===== src/rtl/sseg_arbiter.sv =====
// Two-requester arbiter for a shared 4-digit seven-segment display.
// Ownership changes only at frame boundaries; the shown value is latched per frame.
module sseg_arbiter #(
    parameter int N    = 18,
    parameter int HOLD = 4
) (
    input  logic        clk,
    input  logic        reset,
    input  logic        en,
    input  logic        req0,
    input  logic        req1,
    input  logic [15:0] data0,
    input  logic [15:0] data1,
    output logic [1:0]  gnt,
    output logic [3:0]  an,
    output logic [7:0]  sseg
);

    typedef enum logic [1:0] {IDLE, OWN0, OWN1} state_t;

    localparam logic [N-1:0] ONE    = {{(N-1){1'b0}}, 1'b1};
    localparam logic [3:0]   HOLD_L = 4'(HOLD);

    logic [N-1:0] q_q, q_d;
    state_t       state_q, state_d;
    logic         last_q, last_d;
    logic [3:0]   hold_q, hold_d;
    logic [15:0]  fbuf_q, fbuf_d;

    logic         frame_tick;
    logic [3:0]   hold_inc;
    logic [1:0]   digit;
    logic [3:0]   nib;
    logic [6:0]   seg;

    always_ff @(posedge clk or posedge reset) begin
        if (reset) begin
            q_q     <= '0;
            state_q <= IDLE;
            last_q  <= 1'b1;
            hold_q  <= '0;
            fbuf_q  <= '0;
        end else begin
            q_q     <= q_d;
            state_q <= state_d;
            last_q  <= last_d;
            hold_q  <= hold_d;
            fbuf_q  <= fbuf_d;
        end
    end

    // hold_inc counts the frame just finishing, so HOLD=2 yields two full frames
    always_comb begin
        q_d        = q_q;
        state_d    = state_q;
        last_d     = last_q;
        hold_d     = hold_q;
        fbuf_d     = fbuf_q;
        frame_tick = en && (q_q == '1);
        hold_inc   = (hold_q == 4'hF) ? 4'hF : hold_q + 4'd1;
        if (en) q_d = q_q + ONE;
        if (frame_tick) begin
            case (state_q)
                IDLE: begin
                    if (req0 && req1) state_d = last_q ? OWN0 : OWN1;
                    else if (req0)    state_d = OWN0;
                    else if (req1)    state_d = OWN1;
                end
                OWN0: begin
                    if (!req0)                          state_d = req1 ? OWN1 : IDLE;
                    else if (req1 && hold_inc >= HOLD_L) state_d = OWN1;
                end
                OWN1: begin
                    if (!req1)                          state_d = req0 ? OWN0 : IDLE;
                    else if (req0 && hold_inc >= HOLD_L) state_d = OWN0;
                end
                default: state_d = IDLE;
            endcase
            if (state_d == state_q && state_q != IDLE) hold_d = hold_inc;
            else                                       hold_d = '0;
            if (state_d == OWN0) begin
                fbuf_d = data0;
                last_d = 1'b0;
            end else if (state_d == OWN1) begin
                fbuf_d = data1;
                last_d = 1'b1;
            end
        end
    end

    assign digit = q_q[N-1:N-2];

    always_comb begin
        case (digit)
            2'd0:    nib = fbuf_q[3:0];
            2'd1:    nib = fbuf_q[7:4];
            2'd2:    nib = fbuf_q[11:8];
            default: nib = fbuf_q[15:12];
        endcase
    end

    always_comb begin
        case (nib)
            4'h0:    seg = 7'b1000000;
            4'h1:    seg = 7'b1111001;
            4'h2:    seg = 7'b0100100;
            4'h3:    seg = 7'b0110000;
            4'h4:    seg = 7'b0011001;
            4'h5:    seg = 7'b0010010;
            4'h6:    seg = 7'b0000010;
            4'h7:    seg = 7'b1111000;
            4'h8:    seg = 7'b0000000;
            4'h9:    seg = 7'b0010000;
            4'hA:    seg = 7'b0001000;
            4'hB:    seg = 7'b0000011;
            4'hC:    seg = 7'b1000110;
            4'hD:    seg = 7'b0100001;
            4'hE:    seg = 7'b0000110;
            default: seg = 7'b0001110;
        endcase
    end

    always_comb begin
        gnt  = 2'b00;
        an   = 4'hF;
        sseg = 8'hFF;
        case (state_q)
            OWN0: gnt = 2'b01;
            OWN1: gnt = 2'b10;
            default: gnt = 2'b00;
        endcase
        if (state_q != IDLE) begin
            an   = ~(4'b0001 << digit);
            sseg = {1'b1, seg};
        end
    end

endmodule

===== config.mk =====
export PLATFORM = sky130hd
export DESIGN_NAME = sseg_arbiter
export DESIGN_NICKNAME = d
export VERILOG_FILES = /design/src/rtl/sseg_arbiter.sv
export SDC_FILE = /design/constraint.sdc
export NUM_CORES = 1
export LEC_CHECK = 0
export ABC_CLOCK_PERIOD_IN_PS = 3730
export BUFFER_PORTS_ARGS = -buffer_cell sky130_fd_sc_hd__buf_2
export CAP_MARGIN = 20
export CORE_ASPECT_RATIO = 1.2
export CORE_MARGIN = 1
export CORE_UTILIZATION = 52
export CTS_CLUSTER_SIZE = 25
export DETAILED_ROUTE_END_ITERATION = 8
export GPL_TIMING_DRIVEN = 0
export PLACE_DENSITY = 0.76
export SETUP_SLACK_MARGIN = 0.1
export SYNTH_ARGS = -nofsm -noshare
export SYNTH_HDL_FRONTEND = slang
export SYNTH_SLANG_ARGS = --single-unit

===== constraint.sdc =====
create_clock -name clk -period 3.73 [get_ports clk]
set_clock_uncertainty 0.05 [all_clocks]
set_input_delay 0 -clock clk [delete_from_list [all_inputs] [get_ports clk]]
set_output_delay 0 -clock clk [all_outputs]
set_load 0.1 [all_outputs]

==> results.md, run 1 <==
- Outcome: complete, no violations
- Final Hold Viols: 0
- Max VDD drop: 311.7 µV
- First-pass DRT Iterations: 4
- Proportion of layout cells with a drive suffix above 1: 27.57%
- Fillers: 355
- Power Density: 290.8 nW/µm²
- First-pass GRT wire length: 9239 µm
- Number of synthesized flops with an enable pin: 0
- Vias/cell: 5.308
- Initial drt markers: 87
- Post-synthesis cell type count: 53
- Vias in the first global route: 2137
- Core ar.: 4594 µm²
- Pin count of the biggest net entering global routing: 42
- Min-delay worst type: input port to register
- Cell area after layout: 3249 µm²
- Post-synth top cells: dfrtp_1, nand2_1, mux2i_1
- Synth Flop Type: dfrtp_1
- Wirelength per Cell: 13.51 µm
- #FFs+latches synth: 41
- I/O pin count: 51
- All-Layer GR Usage: 23.75%
- DP Area: 2814 µm²
- Final worst path period share: 88.32%
- Die width: 65.25 µm
- Placed wire-length estimate: 3390 µm
- Final Max Tran Viols: 0
- Worst setup path class: register to register
- Final nets: 386
- Root Driver: clkbuf_8
- Die ar.: 5082 µm²
- Setup TNS: 0 ns
- Sequential Area: 1027 µm²
- Post-Synthesis Cells: 249
- Antenna violations before repair: 0
- Setup bufs post-CTS: 0
- Most common cell in the netlist: dfrtp_1
- WP data required: 3.86 ns
- Total wire length: 5391 µm
- WP data arrival: 3.43 ns
- Placer Congestion: 0.7648
- Main area contributors after synthesis: dfrtp_1, mux2i_1, nand2_1
- Setup violators final: 0
- Mapped Nets: 295
- Total Power: 0.9451 mW
- Worst Tran Pin Value: 0.8502 ns
- Dominant cell type by area after synthesis: dfrtp_1
- Antenna viol nets, final: 0
- Clock sink count: 41
- Mean Syn Cell Area: 10.02 µm²
- Smallest hold slack: 0.1475 ns
- Count of input and output buffers: 49
- Unrepaired setup endpoints after global routing: false
- Warnings from Yosys: 0
- H-Tree Depth: 2
- CTS Buffer Depth: 2
- Worst Setup End Kind: register
- Pre-CTS setup slack: 0.04077 ns
- Drt drc: 0
- Vias: 2118
- Clock latency at the later pin of the worst-skew pair: 0.29 ns
- Area of the multi-input gates: 1340 µm²
- Post-route minimum period: 3.295 ns
- Initial Utilization: 54.33%
- Row Count: 27
- Inserted Clock Buffers: 5
- Register area share after synthesis: 41.15%
- Slew headroom: 43.24%
- Fmax: 303.5 MHz
- Share of synthesized flip-flops with an asynchronous set or reset: 100.0%
- Startpoint Class: register
- Top cell type's share of synthesized area: 40.10%
- Ant diodes: 0
- Mapped Area: 2496 µm²
- Leak Pwr: 1.444 nW
- Final WS setup: 0.4355 ns
- Worst-path fanout max: 8
- Grt ovf: 0
- CTS tree: done
- Synthesis-to-layout area growth: 30.18%
- Die Height: 77.90 µm
- Max-cap violations: 0
- Clock slew at reported path FFs: 0.08 ns
-- kinds of logic (layout without fill, tap and decap cells) --
kind of cell | count (synthesis) | after routing | share of synthesized area, %
and+or+nand+nor | 86 | 86 | 17.39
AOI/OAI and AO/OA | 49 | 49 | 13.94
DFF | 41 | 41 | 41.15
muxes | 24 | 24 | 11.73
buffers and inverters | 22 | 114 | 5.163
xor gates and xnor gates | 17 | 17 | 5.965
adders and majority gates | 9 | 9 | 4.511
other | 1 | 1 | 0.1502
-- worst max-delay path: stages, from the launching register on --
cell           delay, ns
dfrtp_1             0.43
ha_1                0.26
and2_1              0.21
a21oi_1             0.37
o21ai_0             0.15
a21boi_0            0.26
or2_2               0.17
ha_1                0.14
clkbuf_2            0.28
mux2i_1             0.21
dlygate4sd3_1       0.61
o21ai_2             0.07
-- cells in the final DEF, fill, tap and decap left out, types with 7 or more instances in the layout --
cell type | netlist | final
xor2_1 | 7 | 7
mux2i_1 | 18 | 18
buf_2 | 3 | 52
dfrtp_1 | 40 | 40
a21oi_1 | 7 | 7
nor2_1 | 16 | 16
nand2_1 | 33 | 33
ha_1 | 9 | 9
dlygate4sd3_1 | 0 | 35
o21ai_2 | 13 | 13
xnor2_1 | 10 | 10
-- layout make-up --
cell class                      count  area share, %
Tap cell                           58          2.233
Timing Repair Buffer               84          18.33
Buffer                             15          3.235
Sequential cell                    41          31.61
Multi-Input combinational cell    186          41.24
Inverter                            7         0.8086
Clock buffer                        6          2.233
Clock inverter                      2         0.3080
-- metal layers --
layer  GRT usage (%)  part of all wire [%]  wire [µm]
met3           4.412                   4.0        214
met5               0                     0          0
met1           28.16                    42       2264
met4           7.391                   1.9        105
met2           42.47                    52       2806
-- state kept, by name (all words and copies together), names as in the netlist --
name,cells
q_q,18
state_q,2
hold_q,4
fbuf_q,16
last_q,1
-- power breakdown --
group | internal [mW] | switching (mW) | total [mW]
clock | 0.130 | 0.147 | 0.276
combinational | 0.0855 | 0.0630 | 0.148
sequential | 0.482 | 0.0385 | 0.520
total | 0.697 | 0.248 | 0.945
-- final timing paths --
path / start / endpoint / slack, ns / cells past startpoint
min in group asynchronous: reset / fbuf_q[1] / 0.39 / 3
worst max register to register: hold_q[0] / fbuf_q[10] / 0.44 / 11
worst min-delay path: req0 / state_q[1] / 0.15 / 4
worst min register to register: fbuf_q[15] / fbuf_q[15] / 0.43 / 2
worst max-delay path: hold_q[0] / fbuf_q[10] / 0.44 / 11
max in group asynchronous: reset / q_q[7] / 2.71 / 3
-- per-stage QoR --
step / cells / utilization [%]
after floorplan: 249 / -
after global placement: 356 / 61.25
after detailed placement: 356 / 61.25
after CTS: 399 / 70.70
after global routing: 399 / 70.72
final: 399 / 70.72
-- what timing repair did --
item	4_1_cts	5_1_grt
hold endpoints to repair	60	0
endpoints found under the setup margin	9	16
hold buffers	35	0
gates resized for setup	1	2
No activity file was read; power rests on OpenSTA's default activity.
==> run 2, diff against run 1 <==
--- a/config.mk
+++ b/config.mk
@@ -15,6 +15,7 @@
 export DETAILED_ROUTE_END_ITERATION = 8
 export GPL_TIMING_DRIVEN = 0
 export PLACE_DENSITY = 0.76
+export REMOVE_ABC_BUFFERS = 1
 export SETUP_SLACK_MARGIN = 0.1
 export SYNTH_ARGS = -nofsm -noshare
 export SYNTH_HDL_FRONTEND = slang
==> run 2 against run 1 <==
Register-to-register slack worse by 0.08 ns. Largest power group unchanged. Largest cell class unchanged. First-iteration DRC count is 5.7% lower. Via count is 0.52% lower.
==> results.md, run 2 (synthesis gave the netlist of run 1 again) <==
- Vias/cell: 5.473 (+3.1%)
- Core ar.: 4594 µm² (unchanged)
- Final Hold Viols: 0 (unchanged)
- PostCTS Resize Cnt: 0 (-1)
- Clock slew at reported path FFs: 0.07 ns (about the same)
- Post-route minimum period: 3.377 ns (+0.08285 ns)
- Synthesis-to-layout area growth: 26.87%
- Cell repeated most along the worst path: ha_1
- Drt drc: 0 (unchanged)
- Antenna viol nets, final: 0 (unchanged)
- CP max stage cell: or3_1
- Antenna violations before repair: 0 (unchanged)
- Initial Utilization: 54.33% (unchanged)
- Die Height: 77.90 µm (unchanged)
- CP Depth: 10 (-1)
- Leak Pwr: 1.394 nW (-3.4%)
- CP peak stage delay: 0.70 ns (+0.09 ns)
- Worst setup path class: register to register
- Worst Setup End Kind: register
- Clock latency at the later pin of the worst-skew pair: 0.29 ns (about the same)
- H-Tree Depth: 2 (unchanged)
- Cell breakdown of the critical path: ha_1 > and2_1 > a21oi_1 > o211ai_1 > or2_2 > ha_1 > or3_1 > buf_8 > nand2_1 > o21ai_1
- Largest delay contributor family on the critical path: simple AND/OR/NAND/NOR gates
- Placed wire-length estimate: 3355 µm (-1.0%)
- R2R cell count: 10 (-1)
- I/O pin count: 51 (unchanged)
- Count of input and output buffers: 49 (unchanged)
- CTS tree: done
- Die ar.: 5082 µm² (unchanged)
- Vias in the first global route: 2083 (-2.5%)
- Inserted Clock Buffers: 5 (unchanged)
- Setup violators final: 0 (unchanged)
- Outcome: complete, no violations
- Wirelength per Cell: 14.38 µm (+6.4%)
- Unrepaired setup endpoints after global routing: false
- Max-cap violations: 0 (unchanged)
- Vias: 2107 (-0.52%)
- Setup TNS: 0 ns (unchanged)
- Worst Tran Pin Value: 1.052 ns (+0.2021 ns)
- WP data arrival: 3.49 ns (+0.06 ns)
- Placer Congestion: 0.7497 (-2.0%)
- Pre-CTS setup slack: 0.4270 ns (+0.3862 ns)
- All-Layer GR Usage: 24.32% (+0.57 points)
- Biggest regs: q_q (18), fbuf_q (16), hold_q (4)
- Slew headroom: 29.85% (-13 points)
- CTS Buffer Depth: 2 (unchanged)
- Worst hold path depth: 3 (-1)
- Commonest non-fill, non-tap cell in the layout: buf_2
- Final nets: 372 (-3.6%)
- Row Count: 27 (unchanged)
- First-pass DRT Iterations: 4 (unchanged)
- Most flops, register: q_q
- Initial drt markers: 82 (-5.7%)
- First-pass GRT wire length: 9390 µm (+1.6%)
- Fmax: 296.1 MHz (-2.5%)
- Max reg flops: 18 (unchanged)
- Total wire length: 5535 µm (+2.7%)
- Fillers: 358 (+0.85%)
- Root Driver: clkbuf_8
- Final WS setup: 0.3526 ns (-0.08285 ns)
- Final Max Tran Viols: 0 (unchanged)
- Worst-path fanout max: 19 (+11)
- Final worst path period share: 90.55% (+2.2 points)
- Startpoint Class: register
- Pin count of the biggest net entering global routing: 42 (unchanged)
- Clock sink count: 41 (unchanged)
- WP data required: 3.84 ns (-0.02 ns)
- Power Density: 304.9 nW/µm² (+4.8%)
- Min-delay worst type: input port to register
- Die width: 65.25 µm (unchanged)
- Proportion of layout cells with a drive suffix above 1: 25.69% (-1.9 points)
- CP Buf/Inv Count: 1 (-1)
- Most frequent cells in the layout: buf_2, dfrtp_1, dlygate4sd3_1
- Grt ovf: 0 (unchanged)
- Max VDD drop: 277.8 µV (-11%)
- Ant diodes: 0 (unchanged)
[run 2: layout make-up]
class / count / area [µm²] / share of cell area, %
Tap cell: 58 / 72.57 / 2.292
Sequential cell: 41 / 1027 / 32.44
Clock buffer: 8 / 90.09 / 2.845
Timing Repair Buffer: 85 / 610.6 / 19.28
Inverter: 7 / 26.28 / 0.8297
Multi-Input combinational cell: 186 / 1340 / 42.32
[run 2: report_power, final]
group	internal (mW)	switching, mW	leakage (nW)
Sequential	0.482	0.0402	0.547
Clock	0.151	0.143	0.0455
Combinational	0.0836	0.0659	0.802
Total	0.716	0.249	1.39
[run 2: path summary, 6_finish.rpt]
path | startpoint | endpoint | slack (ns)
setup reg to reg | hold_q[0] | fbuf_q[14] | 0.35
max in group asynchronous | reset | q_q[11] | 2.70
hold / removal | req0 | state_q[1] | 0.16
min in group asynchronous | reset | fbuf_q[9] | 0.39
hold reg to reg | fbuf_q[7] | fbuf_q[7] | 0.43
setup / recovery | hold_q[0] | fbuf_q[14] | 0.35
[run 2: timing repair]
item                                    in CTS  in global routing
endpoints found under the hold margin       60                  0
endpoints found under the setup margin       0                  0
setup buffers                                0                  0
hold buffers                                35                  0
[run 2: layer usage]
metal	wire, µm	share of wire [%]	vias up	track usage (%)
li1	-	-	1033	-
met1	2307	42	1006	28.42
met2	2869	52	52	42.58
met3	205	3.7	16	4.853
met4	153	2.8	0	10.00
met5	0	0	-	0
[run 2: worst min-delay path: stages]
cell,delay (ns)
buf_2,0.11
a21boi_0,0.24
o31ai_1,0.10
[run 2: per-stage QoR]
| stage | area, µm² | instances | util, % | power, mW | hold WS [ns] |
|---|---|---|---|---|---|
| 2_1_floorplan | 2394 | 234 | - | 0.6024 | 0.03710 |
| 3_3_place_gp | 2711 | 341 | 59.01 | 0.6393 | 0.2071 |
| 3_5_place_dp | 2726 | 342 | 59.34 | 0.6468 | 0.1768 |
| 6_report | 3167 | 385 | 68.93 | 0.9654 | 0.1582 |
| 4_1_cts | 3167 | 385 | 68.93 | 0.9696 | 0.1548 |
| 5_1_grt | 3167 | 385 | 68.93 | 1.009 | 0.1898 |
